File: src/rtl/uart_pkg.sv
// rtl/uart_pkg.sv - parity mode constants, tx state encoding and parity helper
package uart_pkg;

  localparam int PARITY_NONE   = 0;
  localparam int PARITY_EVEN   = 1;
  localparam int PARITY_ODD    = 2;
  localparam int MAX_DATA_BITS = 9;

  typedef enum logic [2:0] {
    ST_IDLE,
    ST_START,
    ST_DATA,
    ST_PARITY,
    ST_STOP
  } tx_state_t;

  // Callers zero-extend narrower words, which leaves the XOR unchanged.
  function automatic logic parity_bit(input logic [MAX_DATA_BITS-1:0] data, input int mode);
    logic p;
    p = ^data;
    case (mode)
      PARITY_EVEN: parity_bit = p;
      PARITY_ODD:  parity_bit = ~p;
      default:     parity_bit = 1'b0;
    endcase
  endfunction

endpackage

File: src/rtl/uart_sync_fifo.sv
// rtl/uart_sync_fifo.sv - synchronous FIFO with show-ahead read and occupancy count
module uart_sync_fifo #(
  parameter int WIDTH = 8,
  parameter int DEPTH = 4
) (
  input  logic                         clk,
  input  logic                         rst,
  input  logic                         push,
  input  logic                         pop,
  input  logic [WIDTH-1:0]             din,
  output logic [WIDTH-1:0]             dout,
  output logic                         full,
  output logic                         empty,
  output logic [$clog2(DEPTH+1)-1:0]   count
);

  localparam int AW = $clog2(DEPTH);
  localparam int CW = $clog2(DEPTH+1);

  logic [WIDTH-1:0] mem [DEPTH];
  logic [AW-1:0]    wr_ptr;
  logic [AW-1:0]    rd_ptr;
  logic             do_push;
  logic             do_pop;

  assign do_push = push && !full && !rst;
  assign do_pop  = pop && !empty;
  assign full    = (count == CW'(DEPTH));
  assign empty   = (count == '0);
  assign dout    = mem[rd_ptr];

  always_ff @(posedge clk) begin
    if (do_push) mem[wr_ptr] <= din;
  end

  // DEPTH is a power of two, so the pointers wrap on their own.
  always_ff @(posedge clk) begin
    if (rst) begin
      wr_ptr <= '0;
      rd_ptr <= '0;
      count  <= '0;
    end else begin
      if (do_push) wr_ptr <= wr_ptr + 1'b1;
      if (do_pop)  rd_ptr <= rd_ptr + 1'b1;
      if (do_push && !do_pop)      count <= count + 1'b1;
      else if (do_pop && !do_push) count <= count - 1'b1;
    end
  end

endmodule

File: src/rtl/uart_tx_fifo.sv
// rtl/uart_tx_fifo.sv - FIFO-fed UART transmitter with configurable frame format
module uart_tx_fifo
  import uart_pkg::*;
#(
  parameter int CLKS_PER_BIT = 16,
  parameter int DATA_BITS    = 8,
  parameter int PARITY       = 0,
  parameter int STOP_BITS    = 1,
  parameter int FIFO_DEPTH   = 4
) (
  input  logic                              clk,
  input  logic                              rst,
  input  logic [DATA_BITS-1:0]              in_data,
  input  logic                              in_valid,
  output logic                              in_ready,
  output logic                              tx,
  output logic                              busy,
  output logic [$clog2(FIFO_DEPTH+1)-1:0]   fifo_count,
  output logic                              tx_done
);

  localparam int DW = $clog2(CLKS_PER_BIT);
  localparam int BW = 4;

  if (CLKS_PER_BIT < 2 || DATA_BITS < 5 || DATA_BITS > 9 || PARITY < 0 || PARITY > 2 ||
      (STOP_BITS != 1 && STOP_BITS != 2) || FIFO_DEPTH < 2 ||
      (FIFO_DEPTH & (FIFO_DEPTH - 1)) != 0) begin : g_param_check
    $error("uart_tx_fifo: illegal parameter value");
  end

  tx_state_t            state, state_nxt;
  logic [DW-1:0]        div;
  logic [BW-1:0]        bit_idx;
  logic [DATA_BITS-1:0] shreg;
  logic                 par_reg;
  logic [DATA_BITS-1:0] fifo_dout;
  logic                 fifo_full, fifo_empty;
  logic                 push, pop, bit_end, stop_end;

  assign in_ready = !fifo_full && !rst;
  assign push     = in_valid && in_ready;
  assign bit_end  = (div == DW'(CLKS_PER_BIT - 1));
  assign stop_end = (state == ST_STOP) && bit_end && (bit_idx == BW'(STOP_BITS - 1));
  assign pop      = !fifo_empty && ((state == ST_IDLE) || stop_end);
  assign busy     = (state != ST_IDLE) || (fifo_count != '0);

  uart_sync_fifo #(
    .WIDTH (DATA_BITS),
    .DEPTH (FIFO_DEPTH)
  ) u_fifo (
    .clk   (clk),
    .rst   (rst),
    .push  (push),
    .pop   (pop),
    .din   (in_data),
    .dout  (fifo_dout),
    .full  (fifo_full),
    .empty (fifo_empty),
    .count (fifo_count)
  );

  always_comb begin
    state_nxt = state;
    tx        = 1'b1;
    tx_done   = 1'b0;
    case (state)
      ST_IDLE: begin
        if (pop) state_nxt = ST_START;
      end
      ST_START: begin
        tx = 1'b0;
        if (bit_end) state_nxt = ST_DATA;
      end
      ST_DATA: begin
        tx = shreg[0];
        if (bit_end && bit_idx == BW'(DATA_BITS - 1))
          state_nxt = (PARITY != PARITY_NONE) ? ST_PARITY : ST_STOP;
      end
      ST_PARITY: begin
        tx = par_reg;
        if (bit_end) state_nxt = ST_STOP;
      end
      ST_STOP: begin
        tx_done = stop_end;
        if (stop_end) state_nxt = pop ? ST_START : ST_IDLE;
      end
      default: state_nxt = ST_IDLE;
    endcase
  end

  // bit_idx counts data bits in DATA and stop bits in STOP; it is 0 elsewhere.
  always_ff @(posedge clk) begin
    if (rst) begin
      state   <= ST_IDLE;
      div     <= '0;
      bit_idx <= '0;
      shreg   <= '0;
      par_reg <= 1'b0;
    end else begin
      state <= state_nxt;
      if (pop) begin
        div     <= '0;
        bit_idx <= '0;
        shreg   <= fifo_dout;
        par_reg <= parity_bit(MAX_DATA_BITS'(fifo_dout), PARITY);
      end else if (state != ST_IDLE) begin
        div <= bit_end ? '0 : div + 1'b1;
        if (bit_end) begin
          if (state == ST_DATA) begin
            shreg   <= shreg >> 1;
            bit_idx <= (bit_idx == BW'(DATA_BITS - 1)) ? '0 : bit_idx + 1'b1;
          end else if (state == ST_STOP) begin
            bit_idx <= stop_end ? '0 : bit_idx + 1'b1;
          end
        end
      end
    end
  end

endmodule

File: config.mk
export PLATFORM = sky130hd
export DESIGN_NAME = uart_tx_fifo
export DESIGN_NICKNAME = d
export VERILOG_FILES = /design/src/rtl/uart_pkg.sv /design/src/rtl/uart_sync_fifo.sv /design/src/rtl/uart_tx_fifo.sv
export SDC_FILE = /design/constraint.sdc
export NUM_CORES = 1
export LEC_CHECK = 0
export CAP_MARGIN = 20
export CORE_AREA = 2 2 85 87
export DETAILED_ROUTE_END_ITERATION = 16
export DIE_AREA = 0 0 87 89
export PLACE_DENSITY = 0.58
export REMOVE_ABC_BUFFERS = 1
export SYNTH_ARGS = -nofsm -noshare
export SYNTH_HDL_FRONTEND = slang
export SYNTH_SLANG_ARGS = --single-unit
File: constraint.sdc
create_clock -name clk -period 3.62 [get_ports clk]
set_clock_uncertainty 0.15 [all_clocks]
set_input_delay 0.362 -clock clk [delete_from_list [all_inputs] [get_ports clk]]
set_output_delay 0.362 -clock clk [all_outputs]
set_load 0.01 [all_outputs]
# Word-level counts from Yosys, hierarchy flattened
# Memory sizes are Yosys's and may differ from the RTL's. A register that Yosys moved wholly into a read port is not among the register bits.
# Index checks and enable logic that the tools add are counted.
# Widths: inputs -> output; s select.
[op_classes]
mux = 24
bitwise_logic = 0
n_reduce_logical = 33
shifts = 0
div_mod_pow = 0
mul = 0
eq_ne = 12
order_cmp = 0
addsub = 6
[ops]
columns = ["operator", "n"]
rows = [
  ["$mux 8", 4],
  ["$mux 3", 7],
  ["$mux 4", 5],
  ["$pmux 3 s5", 1],
  ["$logic_and 1x1->1", 11],
  ["$ne 2x2->1 const B", 5],
  ["$reduce_bool 2->1", 5],
  ["$add 4x1->4 const B", 2],
  ["$eq 3x2->1 const B", 2],
  ["$eq 3x3->1 const B", 2],
  ["$logic_not 3->1", 2],
  ["$reduce_and 3->1", 2],
  ["$reduce_bool 3->1", 2],
  ["$logic_not 1->1", 5],
  ["$reduce_and 5->1", 1],
  ["$add 2x1->2 const B", 2],
  ["$eq 4x3->1 const B", 1],
  ["$eq 4x4->1 const B", 1],
  ["$logic_not 4->1", 1],
  ["$mux 1", 4],
  ["$mux 2", 2],
  ["$reduce_or 2->1", 2],
  ["$add 3x1->3 const B", 1],
  ["$eq 3x1->1 const B", 1],
  ["other kinds (3)", 4],
]
[totals]
n_memories = 1
word_cells = 83
ff_bits = 26
latch_bits = 0
ram_bits = 32
in_bits = 11
mem_bits_ro = 0
[mem_list]
columns = ["memory", "words", "word_bits", "rd", "rd_clocked_by_memory_dff", "write_ports", "line_no", "text"]
rows = [
  ["u_fifo.mem", 4, 8, 1, 1, 1, "uart_sync_fifo.sv:20", "logic [WIDTH-1:0] mem [DEPTH];"],
]

# Logic depth before layout (Yosys ltp)
# Gate-level depths: netlist (run 1).
[logic_depth]
ltp_word = 10
depth_mapped = 11
depth_no_buf = 11

# Cells and area by module
# From an unflattened synthesis (run 1), not the netlist that was laid out.
[hier_totals]
cells_unflattened = 207
area_unflattened_um2 = 2662.6
[by_module_without_submodules]
columns = ["module", "seq_area_each_um2", "area_per_inst_um2", "instances", "cells_each"]
rows = [
  ["uart_sync_fifo", 1141.1, 1627.8, 1, 87],
  ["uart_tx_fifo", 380.4, 1034.7, 1, 120],
]

# Worst setup path before layout (run 1)
# OpenSTA, ideal clock, no wires.
[synth_path]
path_type = "reg-to-reg"
from = "reg bit_idx[0]"
to = "reg u_fifo.count[2]"
setup_ns = 0.071
arrival_ns = 2.306
required_time_ns = 3.399
path_slack_ns = 1.093
path_stages_with_launch = 12
path_buffers = 0
path_cell_list = "dfxtp_1 -> inv_1 -> ha_1 -> or3b_2 -> o21ai_1 -> nand2_2 -> ha_1 -> inv_1 -> fa_1 -> xor2_1 -> or3_1 -> a21oi_1"
[synth_between]
elab_chain_len = 8
word_cells_on_any_way = 10
[synth_lines]
columns = ["item", "line_no", "text"]
rows = [
  ["from (decl)", "uart_tx_fifo.sv:33", "logic [BW-1:0] bit_idx;"],
  ["from (signal assigned)", "uart_tx_fifo.sv:111", "bit_idx <= (bit_idx == BW'(DATA_BITS - 1)) ? '0 : bit_idx + 1'b1;"],
  ["from (signal assigned)", "uart_tx_fifo.sv:113", "bit_idx <= stop_end ? '0 : bit_idx + 1'b1;"],
  ["$logic_not 4->1 *", "uart_tx_fifo.sv:43", "assign stop_end = (state == ST_STOP) && bit_end && (bit_idx == BW'(STOP_BITS - 1));"],
  ["$logic_and 1x1->1 *", "uart_tx_fifo.sv:43", ""],
  ["$logic_or 1x1->1 *", "uart_tx_fifo.sv:44", "assign pop = !fifo_empty && ((state == ST_IDLE) || stop_end);"],
  ["$logic_and 1x1->1 *", "uart_tx_fifo.sv:44", ""],
  ["$logic_and 1x1->1 *", "uart_sync_fifo.sv:27", "assign do_pop = pop && !empty;"],
  ["$logic_not 1->1", "uart_sync_fifo.sv:45", "if (do_push && !do_pop) count <= count + 1'b1;"],
  ["$logic_and 1x1->1", "uart_sync_fifo.sv:45", ""],
  ["$mux 3 or $reduce_bool 2->1 (tied branches)", "n/a", ""],
  ["to (signal assigned)", "uart_sync_fifo.sv:45", ""],
  ["to (signal assigned)", "uart_sync_fifo.sv:46", "else if (do_pop && !do_push) count <= count - 1'b1;"],
  ["to (decl)", "uart_sync_fifo.sv:14", "output logic [$clog2(DEPTH+1)-1:0] count"],
]
# Mark *: on every way between the ends. The rest lies on a longest branch, timed or not.
# A chain may end at the register's enable or synchronous reset.

# Final worst setup path (run 1)
# Same ends and word-level chain as after synthesis.

==> metrics.csv, run 1 <==
stage;metric;value;unit
power_and_ir_drop;vdd.ir_drop.worst;325.5;µV
synth;ys_ff_latch;60;
global_routing;grt_pass1_vias;1697;
global_routing;grt_usage;13.95;%
clock_tree;htreeDepth;3;
synth;synth_top_flop_cell;edfxtp_1;
critical_path;ff2ff_path_depth;11;
critical_path;crit_type;flop to flop;
sta;setup_tns;0;ns
place;gp_congestion;0.8334;
critical_path;crit_path_end_kind;flop;
worst_hold_path;min_delay_worst_endpoint;shreg[7]$_SDFFE_PP0P_;
run_status;outcome;finished, final reports clean;
clock_tree;cts_inserted_buffers;9;
floorplanning;die_h;89;µm
clock_tree;clock-root-buffer;clkbuf_8;
sta;drv_slew;0;
critical_path;rrSetupSlack;0.75;ns
global_routing;grt_pass1_wl;8024;µm
worst_hold_path;hold_depth;2;
place;pre_cts_ws;0.7585;ns
synth;ys_seq_area_share;57.12;%
synth;yosys_warnings;0;
clock_tree;postCtsSetupBuffers;0;
synth;async_flop_share;0;%
synth;ys_types;43;
layout;final_cells;324;
critical_path;r2r_end;u_fifo.count[2]$_SDFFE_PP0P_;
critical_path;required;3.73;ns
place;port_buffers;17;
worst_hold_path;min_path_type;flop to flop;
route;route.final.wire_length;4814;µm
floorplanning;core_area;6719;µm²
place;place_inst;308;
layout;n_antenna_cell;0;
synth;synth.cell_area;2664;µm²
global_routing;antenna_found_initial;0;
floorplanning;rows;30;
worst_hold_path;hp-start;shreg[7]$_SDFFE_PP0P_;
clock_tree;clock_path_buffers;2;
clock_tree;cts_tree;built;
layout;drive_above_1_share;13.11;%
layout;stdcell_area;3138;µm²
layout;syn_to_final_growth;17.80;%
route;avgRoutedWirePerCell;14.86;µm
sta;setup_viol;0;
global_routing;grt_max_degree;22;
route;remaining_drc_errors;0;
sta;rsz0062_at_grt;no;
sta;setup_ws;0.7536;ns
sta;slew_headroom;40.41;%
sta;hold_violations;0;
sta;fin_crit;2.866;ns
critical_path;cp_max_fo;8;
synth;synth_edf_count;32;
sta;worst_pin_slew;0.8938;ns
global_routing;grt_overflow_total;0;
route;dr.pass1.iters;4;
sta;timing.hold.ws;0.3318;ns
place;placed_area;2898;µm²
floorplanning;dieArea;7743;µm²
critical_path;start_kind;flop;
route;ant_nets;0;
layout;nNetsFinal;259;
layout;fin_util;46.70;%
clock_tree;worstSkewPairLatency;0.34;ns
clock_tree;clk_pin_slew;0.07;ns
route;num_vias;1717;
sta;finalCritPeriodShare;79.18;%
power_and_ir_drop;power.total;2.135;mW
critical_path;crit_arrival;2.98;ns
run;max_cap_viol_count;0;
power_and_ir_drop;leakagePower;1.067;nW
power_and_ir_drop;power.density;680.4;nW/µm²
layout;fillers;635;
place;dp_hpwl;3403;µm
floorplanning;die_w;87;µm
sta;fmax;0.3489;GHz
floorplanning;initial_core_util;39.65;%
synth;avgSynthCellArea;12.11;µm²
route;drtIter0Drc;67;
critical_path;timing.rr.start;bit_idx[0]$_SDFFE_PP0P_;
floorplanning;num_io_pins;18;
route;viasPerCell;5.299;
clock_tree;cts_hold_buf;0;
synth;syn_inst;220;
clock_tree;cts.sinks;60;
clock_tree;cts_resized;0;
[worst max path at each step]
stage                                 start                      endpoint  slack [ns]  cells after the start
global route        bit_idx[0]$_SDFFE_PP0P_  u_fifo.count[2]$_SDFFE_PP0P_        0.53                     11
finish              bit_idx[0]$_SDFFE_PP0P_  u_fifo.count[2]$_SDFFE_PP0P_        0.75                     11
detailed placement                 in_valid  u_fifo.count[2]$_SDFFE_PP0P_        0.76                      9
floorplan           bit_idx[0]$_SDFFE_PP0P_  u_fifo.count[2]$_SDFFE_PP0P_        1.09                     11
global placement                   in_valid  u_fifo.count[2]$_SDFFE_PP0P_        0.84                      9
CTS                 bit_idx[0]$_SDFFE_PP0P_  u_fifo.count[2]$_SDFFE_PP0P_        0.73                     11
[sequential cells by signal, summed over array words and instances, names as in the netlist, named ones only]
signal         flops
bit_idx            4
div                4
shreg              8
state              3
u_fifo.count       3
u_fifo.mem        32
u_fifo.rd_ptr      2
u_fifo.wr_ptr      2
[layer usage]
layer	part of all wire [%]	up-vias	track usage, %
met5	0	-	0
met4	1.8	0	6.534
met3	3.2	8	4.986
met2	48	18	22.35
met1	47	829	16.90
li1	-	862	-
[cell families after synthesis]
logic type / share of synthesized area, %
muxes: 9.770
AOI/OAI and AO/OA: 10.94
and+or+nand+nor: 13.15
buffers and inverters: 3.194
xor gates and xnor gates: 1.315
adders and majority gates: 4.509
DFF: 57.12
[cell usage after synthesis (all sizes together) (2+ instances only)]
library cell | number | share of area (%)
o21ai | 10 | 1.9
a21oi | 18 | 3.4
nand2b | 2 | 0.47
o211ai | 2 | 0.56
mux2i | 8 | 3.0
a211oi | 9 | 2.7
nor3 | 15 | 2.8
dfxtp | 28 | 21
inv | 11 | 1.6
xor2 | 3 | 0.99
and2 | 4 | 0.94
clkbuf | 4 | 0.56
nor2b | 3 | 0.70
mux4 | 8 | 6.8
nand3 | 4 | 0.75
o31ai | 2 | 0.56
edfxtp | 32 | 36
nor2 | 10 | 1.5
or3 | 5 | 1.2
ha | 8 | 3.8
nand2 | 12 | 1.8
buf | 6 | 1.1
[layout make-up]
| type | instances | area (µm²) | share of cell area (%) |
|---|---|---|---|
| clock buffer | 10 | 127.6 | 4.067 |
| timing repair buffer | 18 | 177.7 | 5.662 |
| tap | 80 | 100.1 | 3.190 |
| clock inverter | 6 | 112.6 | 3.589 |
| sequential | 60 | 1521 | 48.48 |
| multi-input combinational | 139 | 1057 | 33.69 |
| inverter | 11 | 41.29 | 1.316 |
[power breakdown]
group	internal, mW	leakage, nW	switching [mW]
Combinational	0.250	0.427	0.262
Sequential	0.809	0.520	0.0903
Clock	0.458	0.120	0.265
Total	1.52	1.07	0.617
[critical path: stages, from the launching register on]
cell and delay (ns):
dfxtp_1 0.34, inv_1 0.08, ha_1 0.17, or3b_2 0.48, o21ai_1 0.28, nand2_2 0.21, ha_1 0.29, inv_1 0.07
fa_1 0.18, xor2_1 0.08, or3_1 0.31, a21oi_1 0.16
[cell usage in the layout (no fill, tap or decap), types with 2 or more instances in the layout]
master and count:
a211oi_1 8, a21oi_1 18, and2_1 4, bufinv_16 3
clkbuf_8 9, clkdlybuf4s50_1 17, clkinv_4 2, dfxtp_1 28
edfxtp_1 32, ha_1 8, inv_1 11, mux2i_1 8
mux4_2 8, nand2_1 11, nand2b_1 2, nand3_1 4
nor2_1 9, nor2b_1 3, nor3_1 15, o211ai_1 2
o21ai_0 9, o31ai_1 2, or3_1 5, xor2_1 3
Power figures use the tool's default switching activity.
==> run 2, diff against run 1 <==
--- a/config.mk
+++ b/config.mk
@@ -9,7 +9,7 @@
 export CORE_AREA = 2 2 85 87
 export DETAILED_ROUTE_END_ITERATION = 16
 export DIE_AREA = 0 0 87 89
-export PLACE_DENSITY = 0.58
+export PLACE_DENSITY = 0.6
 export REMOVE_ABC_BUFFERS = 1
 export SYNTH_ARGS = -nofsm -noshare
 export SYNTH_HDL_FRONTEND = slang
==> constraint.sdc (replaced) <==
create_clock -name clk -period 2.4 [get_ports clk]
set_clock_uncertainty 0.15 [all_clocks]
set_input_delay 0.24 -clock clk [delete_from_list [all_inputs] [get_ports clk]]
set_output_delay 0.24 -clock clk [all_outputs]
set_load 0.01 [all_outputs]
==> run 2 against run 1 <==
  * Count of clock-buffer cells in the layout down 1
  * Routed wire length up 7.5%
  * Flip-flop and latch count unchanged
  * Utilization up 3.1 points
  * Design area up 6.7%
  * Non-clock buffer count up 23
  * Sequential power up 47%
  * Critical path type unchanged
  * Critical endpoint unchanged
  * Largest power group unchanged
  * Highest routed layer unchanged
==> metrics.csv, run 2 (same netlist as run 1, synthesis figures left out) <==
stage;metric;value;unit
run_status;outcome;finished, final reports clean;
route;ant_nets;0;
global_routing;grt_pass1_vias;1787;
place;port_buffers;17;
sta;setup_ws;0.003020;ns
sta;rsz0062_at_grt;yes;
route;route.final.wire_length;5174;µm
place;pre_cts_ws;-0.1130;ns
sta;worst_pin_slew;0.5405;ns
sta;timing.hold.ws;0.3375;ns
critical_path;cp_top_family;simple AND/OR/NAND/NOR gates;
route;num_vias;1828;
worst_hold_path;hold_depth;2;
critical_path;cp_slowest_cell;or3b_4;
floorplanning;die_h;89;µm
layout;final_common_cell;edfxtp_1;
global_routing;antenna_found_initial;0;
sta;hold_violations;0;
route;drtIter0Drc;73;
clock_tree;cts_tree;built;
place;dp_hpwl;3523;µm
floorplanning;initial_core_util;39.65;%
power_and_ir_drop;power.share.switching;30.18;%
critical_path;ff2ff_path_depth;11;
layout;n_antenna_cell;0;
clock_tree;clock_path_buffers;2;
critical_path;crit_path_end_kind;flop;
global_routing;grtUsageMet3;3.878;%
clock_tree;clk_pin_slew;0.08;ns
global_routing;grt_usage;14.25;%
power_and_ir_drop;vdd.ir_drop.worst;371.7;µV
layout;largest_reg_flops;32;
power_and_ir_drop;power.density;977.3;nW/µm²
sta;fmax;0.4172;GHz
layout;reg_top3;u_fifo.mem (32), shreg (8);
route;viasPerCell;5.268;
clock_tree;htreeDepth;3;
global_routing;gr-usage-met2;23.80;%
power_and_ir_drop;leakagePower;1.192;nW
sta;drv_slew;0;
critical_path;critPathMaxStageDelay;0.40;ns
layout;nNetsFinal;282;
place;gp_congestion;0.7876;
clock_tree;cts.sinks;60;
global_routing;grt_max_degree;22;
run;max_cap_viol_count;0;
clock_tree;cts_inserted_buffers;9;
power_and_ir_drop;p_clk_share;30.9;%
sta;setup_viol;0;
power_and_ir_drop;p_switching;0.9879;mW
layout;drive_above_1_share;25.47;%
floorplanning;num_io_pins;18;
floorplanning;core_area;6719;µm²
layout;stdcell_area;3349;µm²
power_and_ir_drop;p_comb_share;28.8;%
place;placed_area;3055;µm²
clock_tree;worstSkewPairLatency;0.34;ns
sta;fin_crit;2.397;ns
floorplanning;dieArea;7743;µm²
global_routing;busiest_layer;met2;
sta;slew_headroom;63.92;%
worst_hold_path;min_path_type;flop to flop;
power_and_ir_drop;p_int;2.286;mW
power_and_ir_drop;pwr-share-seq;40.3;%
layout;final_cell_mix;32 x edfxtp_1, 25 x dfxtp_1, 24 x buf_4;
route;remaining_drc_errors;0;
global_routing;grt.met1_usage;16.81;%
critical_path;crit_type;flop to flop;
floorplanning;rows;30;
critical_path;timing.critical_path.buf_inv;2;
route;avgRoutedWirePerCell;14.91;µm
critical_path;cp_max_fo;2;
route;dr.pass1.iters;4;
layout;syn_to_final_growth;25.74;%
critical_path;start_kind;flop;
critical_path;crit_arrival;2.52;ns
critical_path;crit_cells;11;
floorplanning;die_w;87;µm
clock_tree;cts_hold_buf;0;
critical_path;required;2.52;ns
critical_path;path_cells;inv_2, ha_4, or3b_4, o21ai_4, nand2_2, ha_4, inv_2, fa_2, xor2_1, or3_1, a21oi_1;
global_routing;grt_pass1_wl;8190;µm
sta;finalCritPeriodShare;99.87;%
clock_tree;clock-root-buffer;clkbuf_8;
layout;top_register;u_fifo.mem;
global_routing;grt_overflow_total;0;
run 2: changes by cell type in the layout (fill, tap and decap cells not counted), moves of 2 or more:
cell	before	now
buf_4	1	24
dfxtp_1	28	25
dfxtp_2	0	3
ha_1	8	6
ha_4	0	2
inv_1	11	8
inv_2	0	3
inv_6	0	2
run 2: tightest hold or removal path: stages (launching register included):
cell and delay, ns:
dfxtp_1 0.31, o31ai_1 0.06, a21oi_1 0.07
run 2: cell type report:
cell class | instances | area (µm²)
clock buffer | 9 | 123.9
clock inverter | 7 | 98.84
fill | 605 | 3369
inverter | 11 | 41.29
multi-input combinational | 139 | 1107
sequential | 60 | 1525
tap | 80 | 100.1
timing repair buffer | 41 | 352.8
run 2: final timing paths:
kind                                                    start                            end  slack, ns
worst max-delay path                  bit_idx[1]$_SDFFE_PP0P_   u_fifo.count[2]$_SDFFE_PP0P_      0.003
worst min-delay path            u_fifo.rd_ptr[1]$_SDFFE_PP0P_  u_fifo.rd_ptr[1]$_SDFFE_PP0P_       0.34
worst max register to register        bit_idx[1]$_SDFFE_PP0P_   u_fifo.count[2]$_SDFFE_PP0P_      0.003
worst min register to register  u_fifo.rd_ptr[1]$_SDFFE_PP0P_  u_fifo.rd_ptr[1]$_SDFFE_PP0P_       0.34
run 2: power groups by stage:
stage / clock, mW / combinational, mW / sequential (mW)
after global routing: 1.08 / 1.04 / 1.34
after CTS: 1.04 / 0.930 / 1.32
after floorplan: 0 / 0.543 / 1.35
after detailed placement: 0 / 0.923 / 1.35
after global placement: 0 / 0.906 / 1.34
final: 1.01 / 0.943 / 1.32
run 2: through the flow:
| step | setup TNS [ns] | std cells | total power [mW] | utilization [%] |
|---|---|---|---|---|
| after global placement | -0.05277 | 329 | 2.248 | 45.47 |
| final | 0 | 347 | 3.274 | 49.85 |
| after CTS | 0 | 346 | 3.295 | 49.14 |
| after global routing | -0.08539 | 347 | 3.458 | 49.85 |
| after detailed placement | -0.1397 | 329 | 2.270 | 45.47 |
| after floorplan | -0.2035 | 210 | 1.896 | - |
run 2: what timing repair did:
| action | in CTS | in global routing |
|---|---|---|
| resized for setup | 6 | 11 |
| setup endpoints to repair | 3 | 5 |
| pin swaps | 2 | 6 |
| buffers inserted | 1 | 1 |
| cloned | 0 | 0 |
run 2: per-layer routing:
| metal | up-vias | part of all wire [%] |
|---|---|---|
| li1 | 907 | - |
| met5 | - | 0 |
| met4 | 0 | 1.6 |
| met1 | 886 | 45 |
| met2 | 28 | 49 |
| met3 | 7 | 3.9 |
==> run 3, diff against run 2 <==
--- a/config.mk
+++ b/config.mk
@@ -5,11 +5,11 @@
 export SDC_FILE = /design/constraint.sdc
 export NUM_CORES = 1
 export LEC_CHECK = 0
-export CAP_MARGIN = 20
-export CORE_AREA = 2 2 85 87
+export CAP_MARGIN = 25
+export CORE_AREA = 2 2 98 100
 export DETAILED_ROUTE_END_ITERATION = 16
-export DIE_AREA = 0 0 87 89
-export PLACE_DENSITY = 0.6
+export DIE_AREA = 0 0 100 102
+export PLACE_DENSITY = 0.48
 export REMOVE_ABC_BUFFERS = 1
 export SYNTH_ARGS = -nofsm -noshare
 export SYNTH_HDL_FRONTEND = slang
==> run 3 against run 2 <==
  * Final cell count rose by 10%
  * Via count decreased by 2.9%
  * Routed wire length fell by 1.2%
  * Total power up 0.59%
  * Design area rose by 1.6%
  * Critical path type unchanged
  * Critical endpoint unchanged
  * Largest power group unchanged
  * Highest routed layer unchanged
==> metrics.csv, run 3 (same netlist as run 1, synthesis figures left out) <==
stage;metric;value;unit
run_status;outcome;finished, final reports clean;
floorplanning;core_area;9109;µm²
place;dp_hpwl;3669;µm
clock_tree;clock-root-buffer;clkbuf_8;
sta;fin_crit;2.349;ns
route;remaining_drc_errors;0;
sta;finalCritPeriodShare;97.86;%
global_routing;grt_pass1_wl;8535;µm
power_and_ir_drop;vdd.ir_drop.worst;389.3;µV
route;num_vias;1775;
critical_path;crit_arrival;2.46;ns
power_and_ir_drop;p_comb_share;29.9;%
place;gp_congestion;0.7483;
layout;fillers;912;
layout;n_antenna_cell;0;
critical_path;crit_top_cell;ha_2;
clock_tree;clk_pin_slew;0.07;ns
critical_path;start_kind;flop;
layout;final_cell_mix;32 x edfxtp_1, 27 x buf_4, 26 x dfxtp_1;
power_and_ir_drop;leakagePower;1.215;nW
sta;timing.hold.ws;0.3377;ns
layout;nNetsFinal;286;
layout;top_register;u_fifo.mem;
layout;ff_latch_area;1524;µm²
critical_path;cp_slowest_cell;or3b_4;
place;pre_cts_ws;-0.1093;ns
power_and_ir_drop;pwr-share-seq;39.3;%
layout;largest_reg_flops;32;
critical_path;crit_path_end_kind;flop;
layout;final_common_cell;edfxtp_1;
floorplanning;die_h;102;µm
sta;hold_violations;0;
route;viasPerCell;4.647;
worst_hold_path;min_path_type;flop to flop;
critical_path;crit_type;flop to flop;
floorplanning;dieArea;10200;µm²
clock_tree;cts_hold_buf;0;
global_routing;grt_usage;10.93;%
clock_tree;worstSkewPairLatency;0.33;ns
global_routing;grt_overflow_total;0;
clock_tree;cts_inserted_buffers;9;
floorplanning;initial_core_util;29.24;%
floorplanning;rows;35;
critical_path;required;2.51;ns
power_and_ir_drop;p_switching;0.9879;mW
sta;setup_viol;0;
critical_path;cp_max_fo;2;
route;ant_nets;0;
global_routing;antenna_found_initial;0;
sta;fmax;0.4258;GHz
sta;slew_headroom;64.32;%
layout;drive_above_1_share;25.09;%
place;port_buffers;17;
clock_tree;htreeDepth;3;
critical_path;cp_top_family;simple AND/OR/NAND/NOR gates;
power_and_ir_drop;p_clk_share;30.9;%
run;max_cap_viol_count;0;
clock_tree;cts_tree;built;
route;dr.pass1.iters;3;
route;drtIter0Drc;52;
floorplanning;num_io_pins;18;
critical_path;critPathMaxStageDelay;0.40;ns
power_and_ir_drop;power.density;967.9;nW/µm²
floorplanning;die_w;100;µm
sta;rsz0062_at_grt;yes;
critical_path;path_cells;inv_2, ha_2, or3b_4, o21ai_4, nand2_2, ha_2, inv_1, fa_2, xor2_1, or3_1, a21oi_1;
power_and_ir_drop;power.share.switching;30.00;%
layout;syn_to_final_growth;27.71;%
clock_tree;clock_path_buffers;2;
critical_path;timing.critical_path.buf_inv;2;
global_routing;grt_pass1_vias;1794;
route;avgRoutedWirePerCell;13.38;µm
route;route.final.wire_length;5110;µm
layout;reg_top3;u_fifo.mem (32), shreg (8);
sta;setup_ws;0.05134;ns
layout;multi_input_area;1080;µm²
power_and_ir_drop;p_int;2.305;mW
sta;drv_slew;0;
sta;worst_pin_slew;0.5297;ns
clock_tree;cts.sinks;60;
global_routing;grt_max_degree;22;
run 3: layout make-up:
class / count / share of cell area, %
Clock inverter: 7 / 2.905
Timing Repair Buffer: 45 / 11.62
Tap cell: 111 / 4.082
Multi-Input combinational cell: 139 / 31.74
Inverter: 11 / 1.214
Clock buffer: 9 / 3.641
Sequential cell: 60 / 44.80
run 3: final timing paths:
check                          startpoint                           end  cells past startpoint  slack [ns]
setup / recovery  bit_idx[0]$_SDFFE_PP0P_  u_fifo.count[2]$_SDFFE_PP0P_                     11        0.05
hold / removal        div[1]$_SDFFE_PP0N_           div[1]$_SDFFE_PP0N_                      2        0.34
setup reg to reg  bit_idx[0]$_SDFFE_PP0P_  u_fifo.count[2]$_SDFFE_PP0P_                     11        0.05
hold reg to reg       div[1]$_SDFFE_PP0N_           div[1]$_SDFFE_PP0N_                      2        0.34
run 3: through the flow:
stage                     area [µm²]  util (%)  total power, mW  TNS (ns)  instances
after detailed placement        3152     34.60            2.308   -0.1362        366
final                           3402     37.35            3.293         0        382
after floorplan                 2620         -            1.896   -0.2035        210
after global placement          3152     34.60            2.300  -0.03634        366
after CTS                       3387     37.18            3.343         0        382
after global routing            3402     37.35            3.501  -0.04546        382
run 3: per-layer routing:
layer	up-vias	wire length [µm]	GRT usage, %
met5	-	0	0
met4	0	64	4.426
met3	7	129	3.283
met2	20	2529	18.81
met1	835	2386	12.85
li1	913	-	-
run 3: power by group through the flow:
stage	clock network, mW	logic (mW)	registers, mW
2_1_floorplan	0	0.543	1.35
3_5_place_dp	0	0.988	1.32
4_1_cts	1.05	0.997	1.30
5_1_grt	1.09	1.10	1.31
6_report	1.02	0.984	1.29
3_3_place_gp	0	0.982	1.32
run 3: repair_timing:
| action | in CTS | in global routing |
|---|---|---|
| buffers inserted | 0 | 0 |
| pin swaps | 2 | 3 |
| gates resized for setup | 6 | 5 |
| setup endpoints to repair | 3 | 2 |
run 3: tightest hold or removal path, delay by kind of cell, from the launching register on:
kind | cells | cell delay (ns)
AND/OR/NAND/NOR | 1 | 0.05
AO/OA/AOI/OAI | 1 | 0.06
flip-flops | 1 | 0.34
==> variant, RTL diff (settings of run 2) <==
Register the output `fifo_count`, with the module's reset; this adds one clock of latency there. The other outputs are not delayed to match.
--- a/src/rtl/uart_tx_fifo.sv
+++ b/src/rtl/uart_tx_fifo.sv
@@ -22,6 +22,8 @@
   localparam int DW = $clog2(CLKS_PER_BIT);
   localparam int BW = 4;
 
+  logic [$clog2(FIFO_DEPTH+1)-1:0] fifo_count_d;
+
   if (CLKS_PER_BIT < 2 || DATA_BITS < 5 || DATA_BITS > 9 || PARITY < 0 || PARITY > 2 ||
       (STOP_BITS != 1 && STOP_BITS != 2) || FIFO_DEPTH < 2 ||
       (FIFO_DEPTH & (FIFO_DEPTH - 1)) != 0) begin : g_param_check
@@ -42,7 +44,7 @@
   assign bit_end  = (div == DW'(CLKS_PER_BIT - 1));
   assign stop_end = (state == ST_STOP) && bit_end && (bit_idx == BW'(STOP_BITS - 1));
   assign pop      = !fifo_empty && ((state == ST_IDLE) || stop_end);
-  assign busy     = (state != ST_IDLE) || (fifo_count != '0);
+  assign busy     = (state != ST_IDLE) || (fifo_count_d != '0);
 
   uart_sync_fifo #(
     .WIDTH (DATA_BITS),
@@ -56,7 +58,7 @@
     .dout  (fifo_dout),
     .full  (fifo_full),
     .empty (fifo_empty),
-    .count (fifo_count)
+    .count (fifo_count_d)
   );
 
   always_comb begin
@@ -117,5 +119,13 @@
     end
   end
 
+  always_ff @(posedge clk) begin
+    if (rst) begin
+      fifo_count <= '0;
+    end else begin
+      fifo_count <= fifo_count_d;
+    end
+  end
+
 endmodule
 
Behaviour: not the same (a bounded check fails within 4 cycles, from zero or initial values and one cycle with rst high).
==> variant against run 2 <==
Power rose by 9.9%; final area increased by 2.8%; non-clock buffer count decreased by 2; critical path type unchanged; via count increased by 2.9%; sequential cell count up 3; combinational power rose by 31%; worst setup slack better by 0.099 ns; final cell count is 0.86% higher; critical endpoint unchanged; global-route usage is 1.1 points higher; highest routed layer unchanged; area after synthesis rose by 5.7%; maximum frequency increased by 4.3%; routed wire length rose by 1.0%.
==> variant: results (changes against run 2) <==
metric,value,unit,change
largest net degree at the start of global routing,34,,+55%
routed wl met2,2420,µm,-5.2%
Fillers,613,,+1.3%
"top cells by count, synth","32 x edfxtp_1, 31 x dfxtp_1, 17 x nand2_1",,
Post-Synthesis Cells,226,,+2.7%
gpl congestion,0.768,,-2.5%
CP max-delay cell,dfxtp_2,,
Rel. slew slack,62.1,%,-1.8 points
Crit path max-delay family,adder cells,,
DP HPWL,3470,µm,-1.5%
routed len/inst,14.9,µm,+0.18%
layout cell share with drive strength beyond 1,28.1,%,+2.7 points
Leak Pwr,1.19,nW,-0.54%
fin nets,285,,+1.1%
CP max stage delay,0.34,ns,-0.06 ns
pre-CTS setup slack,-0.0863,ns,+0.0268 ns
grt met3 use,5.54,%,+1.7 points
First DRT Iteration DRCs,89,,+22%
met3 wire len,232,µm,+15%
placed insts,332,,+0.91%
Synth area leaders,"edfxtp_1 34%, dfxtp_1 22%, mux4_2 6.4%, ha_1 3.6%, nand2_1 2.3%",,
Total Wirelength,5230,µm,+1.0%
first-pass GRT wire length,8830,µm,+7.8%
met1 wire length,2490,µm,+6.7%
crit path DAT,2.43,ns,-0.09 ns
met2 usage,24.5,%,+0.69 points
"Distinct cells, synth",54,,+26%
peak supply drop,603,µV,+62%
status,finished clean,,
-- variant: cell types whose count changed in the layout (fill, tap and decap cells not counted), moves of 3 or more --
cell      before  now
a211oi_1       8    3
dfxtp_1       25   29
a311oi_1       0    3
nand2b_1       2    5
nor3_1        15   12
mux2i_1        8    4
inv_1          8    4
nand3_1        4    7
o21ai_0        9    2
nor3_2         0    5
nand2_1       11   17
a21oi_1       17    9
-- variant: final cells by class --
cell class / count / area, µm² / area share (%)
sequential: 63 / 1580 / 46.0
multi-input combinational: 144 / 1190 / 34.7
timing repair buffer: 39 / 334 / 9.70
clock buffer: 9 / 124 / 3.60
tap: 80 / 100 / 2.91
clock inverter: 7 / 77.6 / 2.25
inverter: 8 / 30.0 / 0.872
-- variant: cell families (layout without fill, tap and decap cells) --
group	after synthesis	after routing	share of synthesized area (%)
XOR/XNOR	5	5	1.56
flip-flops	63	63	56.2
multiplexers	13	13	8.36
buffers and inverters	19	63	2.98
adder cells (fa/ha/maj)	9	9	4.27
AND/OR/NAND/NOR	80	80	17.3
AO/OA/AOI/OAI	37	37	9.38
-- variant: repair_timing --
item | in CTS | in global routing
setup buffers | 2 | 0
endpoints found under the setup margin | 2 | 1
gates resized for setup | 13 | 1
pin swaps | 7 | 4
hold buffers | 0 | 0
-- variant: worst paths after layout --
kind | slack [ns] | endpoint | startpoint | cells past startpoint
worst min-delay path | 0.33 | shreg[1] | shreg[2] | 2
worst max-delay path | 0.10 | u_fifo.count[2] | bit_idx[0] | 12
worst max register to register | 0.10 | u_fifo.count[2] | bit_idx[0] | 12
worst min register to register | 0.33 | shreg[1] | shreg[2] | 2
-- variant: power breakdown --
part	switching [mW]	internal, mW
registers	0.124	1.30
clock network	0.449	0.492
logic	0.610	0.628
